**src/rtl/tick_generator.sv**
```systemverilog
// Multi-channel programmable tick generator: per-channel one-cycle ticks
// and 50 % square waves derived from one system clock.
module tick_generator #(
    parameter int CLK_HZ = 50_000_000,
    parameter int NCH    = 4,
    parameter int CW     = 32,
    parameter int CHW    = (NCH > 1) ? $clog2(NCH) : 1
) (
    input  logic           clk_in,
    input  logic           rst,
    input  logic           en,
    input  logic           sync,
    input  logic           cfg_we,
    input  logic [CHW-1:0] cfg_ch,
    input  logic [CW-1:0]  cfg_div,
    output logic [NCH-1:0] tick,
    output logic [NCH-1:0] sq,
    output logic [NCH-1:0] busy
);

    localparam logic [CW-1:0] RST_DIV = CW'(CLK_HZ);

    logic [NCH-1:0][CW-1:0] div_q, div_d;
    logic [NCH-1:0][CW-1:0] cnt_q, cnt_d;
    logic [NCH-1:0]         tick_q, tick_d;
    logic [NCH-1:0]         sq_q, sq_d;
    logic [NCH-1:0]         wr_sel;

    // Out-of-range channel indices select nothing.
    always_comb begin
        wr_sel = '0;
        for (int k = 0; k < NCH; k++) begin
            wr_sel[k] = cfg_we && (int'(cfg_ch) == k);
        end
    end

    always_comb begin
        div_d  = div_q;
        cnt_d  = cnt_q;
        tick_d = '0;
        sq_d   = sq_q;
        for (int k = 0; k < NCH; k++) begin
            if (sync || wr_sel[k]) begin
                cnt_d[k] = '0;
                if (wr_sel[k]) begin
                    div_d[k] = cfg_div;
                end
            end else if (div_q[k] == '0) begin
                cnt_d[k] = '0;
            end else if (en) begin
                if (cnt_q[k] == div_q[k] - CW'(1)) begin
                    cnt_d[k]  = '0;
                    tick_d[k] = 1'b1;
                    sq_d[k]   = ~sq_q[k];
                end else begin
                    cnt_d[k] = cnt_q[k] + CW'(1);
                end
            end
        end
    end

    always_ff @(posedge clk_in) begin
        if (rst) begin
            for (int k = 0; k < NCH; k++) begin
                div_q[k] <= RST_DIV >> k;
            end
            cnt_q  <= '0;
            tick_q <= '0;
            sq_q   <= '0;
        end else begin
            div_q  <= div_d;
            cnt_q  <= cnt_d;
            tick_q <= tick_d;
            sq_q   <= sq_d;
        end
    end

    always_comb begin
        busy = '0;
        for (int k = 0; k < NCH; k++) begin
            busy[k] = |div_q[k];
        end
    end

    assign tick = tick_q;
    assign sq   = sq_q;

endmodule
```
**config.mk**
```make
export PLATFORM = sky130hd
export DESIGN_NAME = tick_generator
export DESIGN_NICKNAME = d
export VERILOG_FILES = /design/src/rtl/tick_generator.sv
export SDC_FILE = /design/constraint.sdc
export NUM_CORES = 1
export LEC_CHECK = 0
export CORE_MARGIN = 3
export CORE_UTILIZATION = 56
export DETAILED_ROUTE_END_ITERATION = 10
export MAX_ROUTING_LAYER = met4
export PLACE_DENSITY = 0.81
export SLEW_MARGIN = 20
export SYNTH_ARGS = -nofsm -noshare
export SYNTH_HDL_FRONTEND = slang
export SYNTH_SLANG_ARGS = --single-unit
```
**constraint.sdc**
```tcl
create_clock -name clk_in -period 3.7 [get_ports clk_in]
set_input_delay 0.555 -clock clk_in [delete_from_list [all_inputs] [get_ports clk_in]]
set_output_delay 0.555 -clock clk_in [all_outputs]
set_load 0.03 [all_outputs]
```
After elaboration in Yosys (flattened, before gate mapping)
Index checks and enable logic that the tools add are counted. W data, S select, Z words.

Register bits: 264. Input bits: 39. Output and inout port bits: 12.

Add/subtract/negate cells: 8. Equal/unequal tests: 7. Muxes and demuxes: 8. Bitwise logic cells: 13. Reduce and logical (&&, ||, !) cells: 33.

Operators by type and width (count): $add A32 B1 Y32 const B (4); $eq A32 B32 Y1 (4); $logic_not A32 Y1 (4); $mux W32 (4); $reduce_or A32 Y1 (4); $sub A32 B1 Y32 const B (4); $reduce_and A4 Y1 (4); $reduce_or A4 Y1 (4); $not A1 Y1 (13); $reduce_or A3 Y1 (4); $reduce_and A2 Y1 (4); $eq A2 B2 Y1 const B (2); $logic_and A1 B1 Y1 (4); $logic_or A1 B1 Y1 (4); $mux W1 (4); $eq A2 B1 Y1 const B (1); $logic_not A2 Y1 (1).

Logic depth before layout (Yosys ltp)
Depth in word-level cells: 5. Gate-level depth with buffers: 13. Mapped depth without buffers: 10.

Least setup slack after synthesis
No wires, ideal clock.

Path type: reg2reg. Start point: reg div_q[3] (netlist bit). End point: reg sq_q[0] (netlist: sq[0]). Library setup time: 0.070 ns. Arrival: 3.489 ns. Setup slack: 0.140 ns. Cell stages (with the launch flop): 12. Buffers on the path: 3. Clock period less this slack: 3.560 ns. Cell sequence: dfxtp_1 > buf_6 > or4_4 > buf_6 > or4_4 > buf_6 > or4_1 > a32oi_1 > nand4_1 > or4_4 > or4_1 > a21oi_1.

Longest elaborated chain between the ends: 3. Elaborated cells on any way between the ends: 5. Those cells by class: add/sub: 1; eq/ne: 1; bitwise: 1; reduce/logical: 2.

Ends and longest elaborated chain: from (decl) (RTL line 23) `logic [NCH-1:0][CW-1:0] div_q, div_d;`; from (signal, indexed assignment) (RTL line 65) `div_q[k] <= RST_DIV >> k;`; from (signal assigned) (RTL line 71) `div_q <= div_d;`; $sub A32 B1 Y32 / $logic_not A32 Y1 (equally long branches) (RTL line 51, 48); $eq A32 B32 Y1 / $not A1 Y1 (equally long branches); $reduce_and A4 Y1 (no source line) *; to (signal assigned) (RTL line 74) `sq_q <= sq_d;`; to (decl) (RTL line 26) `logic [NCH-1:0] sq_q, sq_d;`.

Mark *: on every way between the ends. The rest lies on a longest branch, timed or not. A chain may end at the register's enable or synchronous reset.

Worst setup path after layout
Start point: reg div_q[88] (netlist bit). End point: out busy[2].

Longest elaborated chain between the ends: 1.

Ends and longest elaborated chain: $reduce_or A32 Y1 (RTL line 81) `busy[k] = |div_q[k];`; to (decl) (RTL line 18) `output logic [NCH-1:0] busy`.

Every way passes these cells.

==> metrics.cfg <==
[die]
io-pin-count = 51
rows = 60
start_util_pct = 57.3
die-area_um2 = 29700
core-area_um2 = 27000
die_y_um = 172
die_w_um = 172

[cts]
tritoncts = done
cts_made_buffers = 28
cts_max_level = 1
clkLatencyLatePin_ns = 0.55
cts.clk_slew.worst_paths_ns = 0.06
clockBufferDepth = 3
root_buffer = clkbuf_16
cts_num_sinks = 264

[logic_synthesis]
netlist_area_um2 = 15500
synth_edf_count = 0
synth-compound-area-share_pct = 9.74
synth_cell_types = 71
muxShareOfSynthArea_pct = 0.946
synth-xor-area-share_pct = 15.5
synth-seq-cells = 264
async_reset_ff_share_pct = 0
synth_fp_nets = 2064
synth-adder-area-share_pct = 0.647
yosys.area_share.simple_pct = 35.1
synth_warnings = 0
synthCells = 2017
synth_top_flop_cell = dfxtp_1
synth_top_family_by_area = simple AND/OR/NAND/NOR gates
syn_avg_cell_area_um2 = 7.68
ys_seq_area_share_pct = 34.1

[place]
io_buffers = 50
dpl-instance-area_um2 = 16300
hpwl_um = 32300
routabilityCongestion = 0.997
dp.cells = 2331

[setup_path]
reg2reg_from = div_q[4]
cp.required_ns = 3.14
reg2regPathDepth = 8
r2r_setup_slack_ns = 0.16
timing.rr.end = sq[0]
start_kind = flop
critPathMaxFanout = 8
critPathKind = reg -> out
end_kind = output port
critPathArrivalTime_ns = 2.99

[power]
p_per_area_nw_per_um2 = 379
seqPwrFrac_pct = 45.5
swShare_pct = 25.1
irDropWorstVdd_mv = 0.361
power_switching_mw = 1.66
p_leak_nw = 5.83
p_comb_share_pct = 9.2
clkPwrFrac_pct = 45.3
p_int_mw = 4.93

[layout]
final_area_um2 = 17400
syn2layout_area_growth_pct = 12.1
drive_above_1_share_pct = 7.00
nets = 2069
instances_no_fill = 2386
utilization_pct = 64.2

[min_path]
hold-path-cell-count = 2
holdCritPathClass = in -> reg
hold-path-endpoint = div_q[26]
worstHoldStart = rst

[sta]
drv_slew = 0
fin_skew_ns = 0.00784
worstMarginPinSlew_ns = 0.908
rsz0062_at_grt = false
layout_min_cycle_time_ns = 3.55
fin_setup_tns_ns = 0
slew_headroom_pct = 39.5
setup_viol = 0
maxClockFrequency_ghz = 0.282
hold_viol = 0
period_share_pct = 95.9

[drt]
drc = 0
first_pass_iters = 6
wire_per_inst_um = 18.9
drt-total-wl_um = 45100
drt_iter0_drc = 1479
drtAntennaViolNets = 0
vias = 14800
vias_per_cell = 6.21

[global_routing]
grt_pass1_wl_um = 71000
gr-total-overflow = 0
grt_pass1_vias = 13500
grt_max_degree = 97
grt_use_total_pct = 30.4
antenna_found_initial = 0

[flow_run]
max_cap_viol_count = 0

[run_status]
status = finished clean

==> cell usage in the layout, fill, tap and decap left out, types with 6 or more instances in the layout <==
cell type and n:
nand2_1 361, buf_4 48, or2_2 12, nand3b_1 52, a2111oi_0 6, xor2_1 131
a211o_1 7, o31ai_1 12, xnor2_1 143, clkbuf_16 29, dfxtp_1 264, nand2b_1 12
or4_1 27, o2111ai_1 8, nor3_1 180, mux2i_1 9, clkinv_2 7, a31oi_1 12
a21oi_1 107, and4_1 19, nor4_1 51, nor2b_1 11, nand3_1 77, or3_1 28
nor3b_1 13, nand4_1 51, clkdlybuf4s50_1 46, inv_1 29, and3_1 35, ha_1 8
and2_1 6, o21ai_0 23, nor2_1 101, a211oi_1 10
==> cells by family (layout without fill, tap and decap cells) <==
| logic type | count (synthesis) | after routing |
|---|---|---|
| DFF | 264 | 264 |
| and+or+nand+nor | 1067 | 1067 |
| AOI/OAI and AO/OA | 236 | 236 |
| buffers and inverters | 154 | 181 |
| xor gates and xnor gates | 274 | 274 |
| other | 0 | 1 |
| muxes | 14 | 14 |
| adders and majority gates | 8 | 8 |
==> final cells by class <==
cell class / instances / area [um2]
multi-input cells: 1599 / 9640
well taps: 341 / 427
repair buffers: 100 / 915
clock buffers: 36 / 792
diodes: 1 / 2.50
flip-flops and latches: 264 / 5290
inverters: 29 / 109
clock inverters: 16 / 194
fillers: 2316 / 9660
==> per-stage QoR <==
| stage | power (mW) | hold WS [ns] | setup slack [ns] |
|---|---|---|---|
| final | 6.59 | 0.443 | 0.151 |
| after global routing | 6.79 | 0.458 | 0.0136 |
| after CTS | 6.60 | 0.429 | 0.000979 |
| after detailed placement | 3.65 | 0.474 | 0.179 |
| after global placement | 3.63 | 0.468 | 0.237 |
| after floorplan | 3.42 | 0.455 | 0.140 |
==> critical path, stage by stage, from the launching register on <==
cell	delay [ns]
dfxtp_1	0.37
or4_1	0.64
or2_2	0.34
or4_1	0.46
nor3_1	0.19
nand3_1	0.18
clkbuf_2	0.25
==> flip-flops by register name (all words and copies together) (netlist names) <==
name	flops
div_q	128
sq	4
cnt_q	128
tick	4
==> cells in the mapped netlist (all sizes together), types with 5 or more instances <==
cell type  instances  area share [%]
nand2            361             8.8
dfxtp            264              34
nor3             184             6.0
xnor2            143             8.1
xor2             131             7.4
clkbuf           115             2.8
a21oi            107             3.5
nor2             102             2.5
nand3             77             2.5
nor4              55             2.3
nand3b            52             2.5
nand4             51             2.1
and3              35             1.4
or4               31             1.6
inv               29            0.70
or3               28             1.1
o21ai             24            0.78
and4              19             1.1
nor3b             14            0.68
a31oi             12            0.48
nand2b            12            0.48
o31ai             12            0.58
or2               12            0.48
nor2b             11            0.44
a211oi            10            0.48
buf               10            0.41
mux2i              9            0.58
ha                 8            0.65
o2111ai            8            0.45
a211o              7            0.40
a2111oi            6            0.34
and2               6            0.24
a31o               5            0.28
mux2               5            0.36
nand4b             5            0.28
nor4b              5            0.28
==> worst max-delay path by stage <==
stage,from,to,slack [ns],cells after the start
2_1_floorplan,div_q[3],sq[0],0.14,11
3_3_place_gp,div_q[2],sq[0],0.24,8
3_5_place_dp,div_q[4],sq[0],0.18,8
4_1_cts,div_q[88],busy[2],0.001,6
5_1_grt,div_q[96],sq[3],0.01,11
6_report,div_q[88],busy[2],0.15,6
==> layer usage <==
metal / share of wire [%] / global-route usage, %
met1: 44 / 41.7
met3: 7.9 / 4.05
met2: 44 / 46.7
met4: 3.6 / 9.65
met5: 0 / -
==> what timing repair did <==
action | 4_1_cts | 5_1_grt
endpoints found under the hold margin | 0 | 0
resized for setup | 2 | 5
hold buffers | 0 | 0
buffers inserted | 0 | 2
setup endpoints to repair | 2 | 36
pin swaps | 0 | 1
==> power groups by stage <==
stage / registers (mW) / clock network, mW / logic, mW
finish: 3.00 / 2.98 / 0.607
global route: 3.01 / 3.12 / 0.657
CTS: 3.00 / 3.02 / 0.591
detailed placement: 3.06 / 0 / 0.588
global placement: 3.06 / 0 / 0.576
floorplan: 3.02 / 0 / 0.402
(Power assumes the default switching activity.)
